File: config.mk
export PLATFORM = sky130hd
export DESIGN_NAME = control_sequencer
export DESIGN_NICKNAME = d
export VERILOG_FILES = /design/src/rtl/control_sequencer.sv
export SDC_FILE = /design/constraint.sdc
export NUM_CORES = 1
export LEC_CHECK = 0
export ABC_AREA = 1
export BUFFER_PORTS_ARGS = -buffer_cell sky130_fd_sc_hd__buf_2
export CORE_MARGIN = 4
export CORE_UTILIZATION = 25
export DETAILED_ROUTE_END_ITERATION = 10
export HOLD_SLACK_MARGIN = 0.1
export MAX_ROUTING_LAYER = met4
export PLACE_DENSITY = 0.63
export REMOVE_ABC_BUFFERS = 1
export SLEW_MARGIN = 20
export SYNTH_ARGS = -nofsm -noshare
export SYNTH_HDL_FRONTEND = slang
export SYNTH_SLANG_ARGS = --single-unit
File: constraint.sdc
create_clock -name clock -period 2.9 [get_ports clock]
set_input_delay 0.145 -clock clock [delete_from_list [all_inputs] [get_ports clock]]
set_output_delay 0.145 -clock clock [all_outputs]
set_load 0.02 [all_outputs]
File: src/rtl/control_sequencer.sv
// rtl/control_sequencer.sv - microcode control sequencer: state, IR, status and control-word unpacking
//
// Purpose: steps FETCH -> EX0..EX2 under control of a 33-bit control word. In
// FETCH a fixed fetch word drives the datapath. In the execute states the
// decoders supply the word via cw_decoded.
// Optional feature: define CTRL_SEQ_INSTR_COUNT_EN to build the retired-instruction
// counter. Without it, instr_count is tied to zero and no counter register exists.
//
// Ports:
//   clock        rising-edge system clock
//   reset        synchronous active-low reset (takes priority over stall)
//   instr_in     instruction word from RAM, captured into ir in FETCH
//   cw_decoded   control word from the decoders, active in EX0/EX1/EX2
//   status_in    ALU status flags, captured when status_ld is set
//   stall        freezes sequencing and masks side-effecting fields
//   state        current sequencer state (to decoders)
//   ir           instruction register (to decoders)
//   status       registered status flags (to decoders)
//   alu_en .. status_ld  unpacked control fields of the active word
//   instr_count  retired-instruction count (zero when the counter is not built)

module control_sequencer (
  input  logic        clock,
  input  logic        reset,
  input  logic [31:0] instr_in,
  input  logic [32:0] cw_decoded,
  input  logic [4:0]  status_in,
  input  logic        stall,
  output logic [1:0]  state,
  output logic [31:0] ir,
  output logic [4:0]  status,
  output logic        alu_en,
  output logic        alu_bs,
  output logic [4:0]  alu_fs,
  output logic        rf_b_en,
  output logic [4:0]  rf_sa,
  output logic [4:0]  rf_sb,
  output logic [4:0]  rf_da,
  output logic        rf_w,
  output logic        ram_en,
  output logic        ram_w,
  output logic        pc_en,
  output logic [1:0]  pc_fs,
  output logic        pc_is,
  output logic        status_ld,
  output logic [31:0] instr_count
);

  localparam logic [1:0] ST_FETCH = 2'b00;

  // Fetch word: read RAM at PC, increment PC, no register or status writes,
  // then go to EX0. Because next_state is fixed at 01, FETCH can never loop on itself.
  localparam logic [32:0] FETCH_WORD = {
    1'b0,       // alu_en
    1'b1,       // alu_bs
    5'b11111,   // alu_fs
    1'b0,       // rf_b_en
    5'd31,      // rf_sa
    5'd31,      // rf_sb
    5'd31,      // rf_da
    1'b0,       // rf_w
    1'b1,       // ram_en
    1'b0,       // ram_w
    1'b0,       // pc_en
    2'b01,      // pc_fs
    1'b0,       // pc_is
    1'b0,       // status_ld
    2'b01       // next_state
  };

  logic [1:0]  state_q,  state_d;
  logic [31:0] ir_q,     ir_d;
  logic [4:0]  status_q, status_d;

  logic [32:0] active_w;
  logic        suppress;
  logic        in_fetch;

  assign in_fetch = (state_q == ST_FETCH);
  assign active_w = in_fetch ? FETCH_WORD : cw_decoded;

  // Side-effecting fields are masked during stall and during reset.
  // This stops a frozen or abandoned instruction from writing anything.
  assign suppress = stall | ~reset;

  always_comb begin
    alu_en    = active_w[32];
    alu_bs    = active_w[31];
    alu_fs    = active_w[30:26];
    rf_b_en   = active_w[25];
    rf_sa     = active_w[24:20];
    rf_sb     = active_w[19:15];
    rf_da     = active_w[14:10];
    rf_w      = active_w[9] & ~suppress;
    ram_en    = active_w[8];
    ram_w     = active_w[7] & ~suppress;
    pc_en     = active_w[6];
    pc_fs     = suppress ? 2'b00 : active_w[5:4];
    pc_is     = active_w[3];
    status_ld = active_w[2] & ~suppress;
  end

  always_comb begin
    state_d  = state_q;
    ir_d     = ir_q;
    status_d = status_q;
    if (!stall) begin
      state_d = active_w[1:0];
      if (in_fetch) begin
        ir_d = instr_in;
      end
      if (active_w[2]) begin
        status_d = status_in;
      end
    end
  end

  always_ff @(posedge clock) begin
    if (!reset) begin
      state_q  <= ST_FETCH;
      ir_q     <= 32'd0;
      status_q <= 5'd0;
    end else begin
      state_q  <= state_d;
      ir_q     <= ir_d;
      status_q <= status_d;
    end
  end

  assign state  = state_q;
  assign ir     = ir_q;
  assign status = status_q;

`ifdef CTRL_SEQ_INSTR_COUNT_EN
  logic [31:0] instr_count_q, instr_count_d;
  logic        retire;

  // An instruction retires when an execute state hands control back to FETCH.
  assign retire = ~stall & ~in_fetch & (active_w[1:0] == ST_FETCH);

  always_comb begin
    instr_count_d = instr_count_q;
    if (retire) begin
      instr_count_d = instr_count_q + 32'd1;
    end
  end

  always_ff @(posedge clock) begin
    if (!reset) begin
      instr_count_q <= 32'd0;
    end else begin
      instr_count_q <= instr_count_d;
    end
  end

  assign instr_count = instr_count_q;
`else
  assign instr_count = 32'd0;
`endif

endmodule
# After elaboration in Yosys (flattened, before gate mapping)
# Index checks and enable logic that the tools add are counted.
[word_totals] word_cells=15 output_inout_bits=102 in_bits=73 reg_bits=39
[classes] muxes=2 bitwise_logic=7 reduce_logical=3
[ops] op="two-way mux 33 bit" n=1
[ops] op="AND reduction 2 bit" n=2
[ops] op="AND 1 bit" n=3
[ops] op="inverter 1 bit" n=3
[ops] op="zero test 2 bit" n=1
[ops] op="two-way mux 2 bit" n=1
[ops] op="bitwise OR 1 bit" n=1

# Depth between registers and ports, before layout
# Gate-level depths: netlist of run 1.
[logic_depth] word_depth=4 depth_mapped=6 depth_no_buf=5

# Least setup slack after synthesis of run 1
# OpenSTA, ideal clock, no wires.
[synth_path] path_type="register -> output" start="register state_q[1] (netlist: state[1])" end="output status_ld" t_arrival_ns=1.249 n_path_buf=1 stages_incl_launch_ff=4 path_slack_ns=1.506 required_time_ns=2.755 cell_sequence="dfxtp_1 nor2_4 buf_2 nor3_1"
[synth_via] elab_chain_cells=3
[synth_lines] element="start: declaration" line="71" rtl="logic [1:0] state_q, state_d;"
[synth_lines] element="start signal: assignment" line="124" rtl="state_q <= state_d;"
[synth_lines] element="zero test 2 bit" line="79" rtl="assign in_fetch = (state_q == ST_FETCH);"
[synth_lines] element="two-way mux 33 bit" line="80" rtl="assign active_w = in_fetch ? FETCH_WORD : cw_decoded;"
[synth_lines] element="AND 1 bit" line="100" rtl="status_ld = active_w[2] & ~suppress;"
[synth_lines] element="end: declaration" line="45" rtl="output logic status_ld,"
# No other way between the ends.

# Worst setup path after layout of run 1
[layout_path] start="register state_q[1] (netlist: state[1])" end="output rf_da[4]"
[layout_via] elab_chain_cells=2
[layout_lines] element="zero test 2 bit" line="79"
[layout_lines] element="two-way mux 33 bit" line="80"
[layout_lines] element="end: declaration" line="38" rtl="output logic [4:0] rf_da,"
# No other way between the ends.

==> results of run 1 <==
[flip-flops by register name, indices dropped and copies added, names as in the netlist]
register and count:
state 2, status 5, ir 32
[worst reg2reg max path: cells and delay by family (launching register included)]
| kind | cells | cell delay [ns] |
|---|---|---|
| buf+inv | 1 | 0.47 |
| simple gates | 4 | 0.53 |
| flops | 1 | 0.35 |
[metrics by stage]
step                utilization  cells  total power, mW  worst slack, ns  instance area, sq um
floorplan                     -    282            0.907             1.18                  1890
global placement          0.313    533             1.07             1.30                  2740
detailed placement        0.313    533             1.08             1.22                  2740
CTS                       0.324    542             1.45             1.12                  2840
global route              0.324    542             1.52            0.993                  2840
finish                    0.324    542             1.41             1.14                  2840
[routing by layer]
| metal | part of all wire | vias to the layer above | track usage |
|---|---|---|---|
| li1 | - | 1115 | - |
| met4 | 0.0045 | 0 | 0.0229 |
| met2 | 0.49 | 88 | 0.201 |
| met5 | 0 | - | - |
| met1 | 0.41 | 909 | 0.126 |
| met3 | 0.092 | 6 | 0.0311 |
[cell usage after synthesis (all sizes together)]
cell	instances	share of area
nor2	87	0.15
buf	64	0.21
nand2	45	0.076
dfxtp	39	0.35
nand3b	32	0.11
or2	22	0.061
inv	15	0.025
nand3	5	0.011
clkbuf	4	0.0066
o21ai	3	0.0066
a21oi	1	0.0022
conb	1	0.0017
nor3	1	0.0022
[timing repair]
| item | CTS | global route |
|---|---|---|
| hold buffers | 1 | 0 |
| buffers inserted | 0 | 0 |
| endpoints found under the hold margin | 1 | 0 |
| endpoints found under the setup margin | 0 | 0 |
[how the worst max path moves through the flow]
stage | start | endpoint | slack, ns | cells after the start
floorplan | state[1] | ir[0] | 1.18 | 5
global placement | stall | ir[13] | 1.30 | 6
detailed placement | stall | ir[20] | 1.22 | 6
CTS | state[1] | rf_da[4] | 1.12 | 4
global route | state[1] | pc_fs[0] | 0.99 | 5
finish | state[1] | rf_da[4] | 1.14 | 4
[cell type report]
class | instances | area share
clock buffer | 7 | 0.0269
clock inverter | 1 | 0.00177
inverter | 15 | 0.0199
multi-input combinational | 228 | 0.372
sequential | 39 | 0.275
tap | 108 | 0.0477
timing repair buffer | 144 | 0.257
[power by group]
group          switching [mW]  total (mW)  internal [mW]  leakage, nW
registers              0.0237       0.607          0.583        0.322
clock network           0.185       0.354          0.169       0.0422
logic                   0.295       0.454          0.159         1.19
total                   0.504        1.41          0.911         1.55
[cells by family after synthesis]
logic type             after synthesis  share of synthesized area
and+or+nand+nor                    192                      0.405
other                                1                    0.00166
buffers and inverters               83                      0.239
AOI/OAI and AO/OA                    4                    0.00887
DFF                                 39                      0.346
==> metrics.yaml, run 1 <==
outcome:
  status: "finished, final reports clean"
critical_path:
  path_cells: "nor2_4, buf_4, or2_2, buf_2"
  crit_buf_inv: 2
  r2r_slack_ns: 1.45
  cp-end-kind: "output pin"
  startpoint_type: "flop"
  worstSetupPathType: "reg2out"
  cp_top_family: "buffers and inverters"
  cp.arrival_ns: 1.61
  slowest_delay_ns: 0.47
  reg2reg_from: "state[1]"
  critPathMaxFanout: 61
  required_ns: 2.76
  cpMaxStageDelayCell: "buf_4"
  rr_worst_depth: 5
  r2r-end: "status[1]"
timing:
  setup-tns-final_ns: 0
  rsz0062_at_grt: "false"
  layout_min_cycle_time_ns: 1.76
  worst_pin_slew_ns: 0.739
  finalCritPeriodShare: 0.606
  hold_viol: 0
  slew_headroom: 0.507
  skew_ns: 0.00389
  hold_slack_ns: 0.157
  max_freq_mhz: 569
  setup_violations: 0
  slew_violations: 0
grt:
  grt_pass1_wl_microns: 9430
  grt_max_degree: 62
  grt_antenna_before_repair: 0
  grt_pass1_vias: 2049
  grt-ovfl-total: 0
  global_route.usage.total: 0.113
cts:
  cts_resized: 0
  clk_pin_slew_ns: 0.08
  cts_tree: "yes"
  clkLatencyLatePin_ns: 0.28
  root_buffer: "clkbuf_8"
  max-clock-path-buffers: 2
  cts_sinks: 39
  htreeDepth: 2
  cts_made_buffers: 5
run:
  cap_violations: 0
detailed_routing:
  ant_nets: 0
  avgRoutedWirePerCell_microns: 11.2
  avgViaCountPerCell: 3.91
  drc: 0
  vias: 2118
  dr.pass1.iters: 4
  drt-total-wl_microns: 6050
  drt-initial-drc-count: 43
floorplanning:
  start_util: 0.258
  die_area_sq_um: 10600
  fp.dieW_microns: 103
  rows: 34
  ios: 175
  core_sq_um: 8760
  die_y_microns: 103
synthesis:
  synth-seq-area-share: 0.346
  synth_cells: 319
  ys_warn_count: 0
  synth.distinct_cells: 19
  syn_area_sq_um: 2260
  synth_seq_cells: 39
  postSynthAreaPerCell_sq_um: 7.08
min_path:
  worstHoldEndpoint: "state[0]"
  min_delay_path_depth: 3
  hold_class: "in2reg"
  min_from: "cw_decoded[0]"
layout:
  drive_gt1_frac: 0.403
  seqCellArea_sq_um: 781
  num-fill-cells: 986
  layout_commonest_cell: "buf_2"
  layout_common_cells: "142 x buf_2, 86 x nor2_1, 44 x nand2_1"
  multi_input_area_sq_um: 1050
  nets: 506
  area_delta_synth_final_pct: 25.6
  antenna_cells_inserted: 0
placed_design:
  routabilityCongestion: 0.704
  dp.final_hpwl_microns: 4590
  numPortBuffers: 142
power_and_ir_drop:
  total_leakage_power_nw: 1.55
  ir_drop_v: 0.000187
  p_per_area_nw_per_um2: 499
No activity file was read; power rests on OpenSTA's default activity.
==> run 2: changes to the inputs <==
==> constraint.sdc (replaced) <==
create_clock -name clock -period 1.7 [get_ports clock]
set_input_delay 0.085 -clock clock [delete_from_list [all_inputs] [get_ports clock]]
set_output_delay 0.085 -clock clock [all_outputs]
set_load 0.02 [all_outputs]
==> metrics.yaml, run 2 (synthesis gave the netlist of run 1 again) <==
cts:
  hold_buffers: 6
  cts_tree: "yes"
  max-clock-path-buffers: 2
  clk_pin_slew_ns: 0.08
  post_cts_buffers: 0
  clkLatencyLatePin_ns: 0.28
  htreeDepth: 2
  cts_made_buffers: 5
  cts_sinks: 39
  cts_resized: 0
  root_buffer: "clkbuf_8"
grt:
  grt_pass1_wl_microns: 9150
  grt-ovfl-total: 0
  grt_antenna_before_repair: 0
  grt_pass1_vias: 2026
  grt_max_degree: 62
  global_route.usage.total: 0.111
floorplanning:
  die_area_sq_um: 10600
  start_util: 0.258
  die_y_microns: 103
  fp.dieW_microns: 103
  rows: 34
  core_sq_um: 8760
  ios: 175
power_and_ir_drop:
  p_per_area_nw_per_um2: 829
  total_leakage_power_nw: 1.59
  ir_drop_v: 0.000308
timing:
  slew_violations: 0
  worst_pin_slew_ns: 0.556
  setup_violations: 0
  layout_min_cycle_time_ns: 1.50
  hold_viol: 0
  rsz0062_at_grt: "false"
  setup-tns-final_ns: 0
  fin_ws_ns: 0.198
  max_freq_mhz: 666
  slew_headroom: 0.629
  skew_ns: 0.00384
  finalCritPeriodShare: 0.884
critical_path:
  required_ns: 1.62
  startpoint_type: "flop"
  cp.arrival_ns: 1.42
  cp-end-kind: "output pin"
  critPathMaxFanout: 61
  worstSetupPathType: "reg2out"
placed_design:
  post-place-ws_ns: 0.385
  numPortBuffers: 142
  routabilityCongestion: 0.728
  dp.final_hpwl_microns: 4730
outcome:
  status: "finished, final reports clean"
detailed_routing:
  vias: 2159
  ant_nets: 0
  avgViaCountPerCell: 3.93
  drt-total-wl_microns: 6000
  avgRoutedWirePerCell_microns: 10.9
  drc: 0
  dr.pass1.iters: 4
  drt-initial-drc-count: 42
layout:
  nets: 514
  largest_register_ff_count: 32
  layout_common_cells: "142 x buf_2, 86 x nor2_1, 44 x nand2_1"
  drive_gt1_frac: 0.403
  layout_commonest_cell: "buf_2"
  area_delta_synth_final_pct: 29.4
  utilization: 0.333
  antenna_cells_inserted: 0
run:
  cap_violations: 0
min_path:
  hold_class: "in2reg"
==> run 2: worst max-delay path: stages, from the launching register on <==
cell     delay [ns]
dfxtp_1        0.40
nor2_4         0.07
buf_12         0.18
or2_2          0.30
buf_2          0.16
==> run 2: cell type report <==
| cell class | count | area, sq um |
|---|---|---|
| multi-input cells | 228 | 1050 |
| fillers | 945 | 5840 |
| repair buffers | 152 | 813 |
| inverters | 15 | 56.3 |
| flip-flops and latches | 39 | 781 |
| well taps | 108 | 135 |
| clock inverters | 1 | 5.00 |
| clock buffers | 7 | 76.3 |
==> run 2: path summary, 6_finish.rpt <==
| check | startpoint | endpoint | slack (ns) | cells past startpoint |
|---|---|---|---|---|
| setup reg to reg | state[1] | ir[6] | 0.41 | 5 |
| setup / recovery | state[1] | rf_sa[2] | 0.20 | 4 |
| hold reg to reg | ir[28] | ir[28] | 0.48 | 2 |
| hold / removal | instr_in[24] | ir[24] | 0.11 | 4 |
==> run 2: through the flow <==
stage                     hold slack [ns]  total power, mW  std cells  area, sq um
after floorplan                     0.206             1.55        282         1890
after global placement              0.347             1.84        536         2780
after detailed placement            0.367             1.85        536         2780
after CTS                           0.100             2.48        550         2920
after global routing                0.104             2.61        550         2920
final                               0.109             2.42        550         2920
==> run 2: metal layers <==
metal  global-route usage  share of wire
met1                0.118           0.40
met2                0.202           0.50
met3               0.0345          0.097
met4               0.0219         0.0012
met5                    -              0
==> run 2: where the power goes <==
part | total [mW] | internal (mW) | switching (mW) | leakage (nW)
logic | 0.793 | 0.290 | 0.503 | 1.23
clock network | 0.592 | 0.288 | 0.304 | 0.0422
registers | 1.04 | 0.995 | 0.0411 | 0.322
total | 2.42 | 1.57 | 0.848 | 1.59
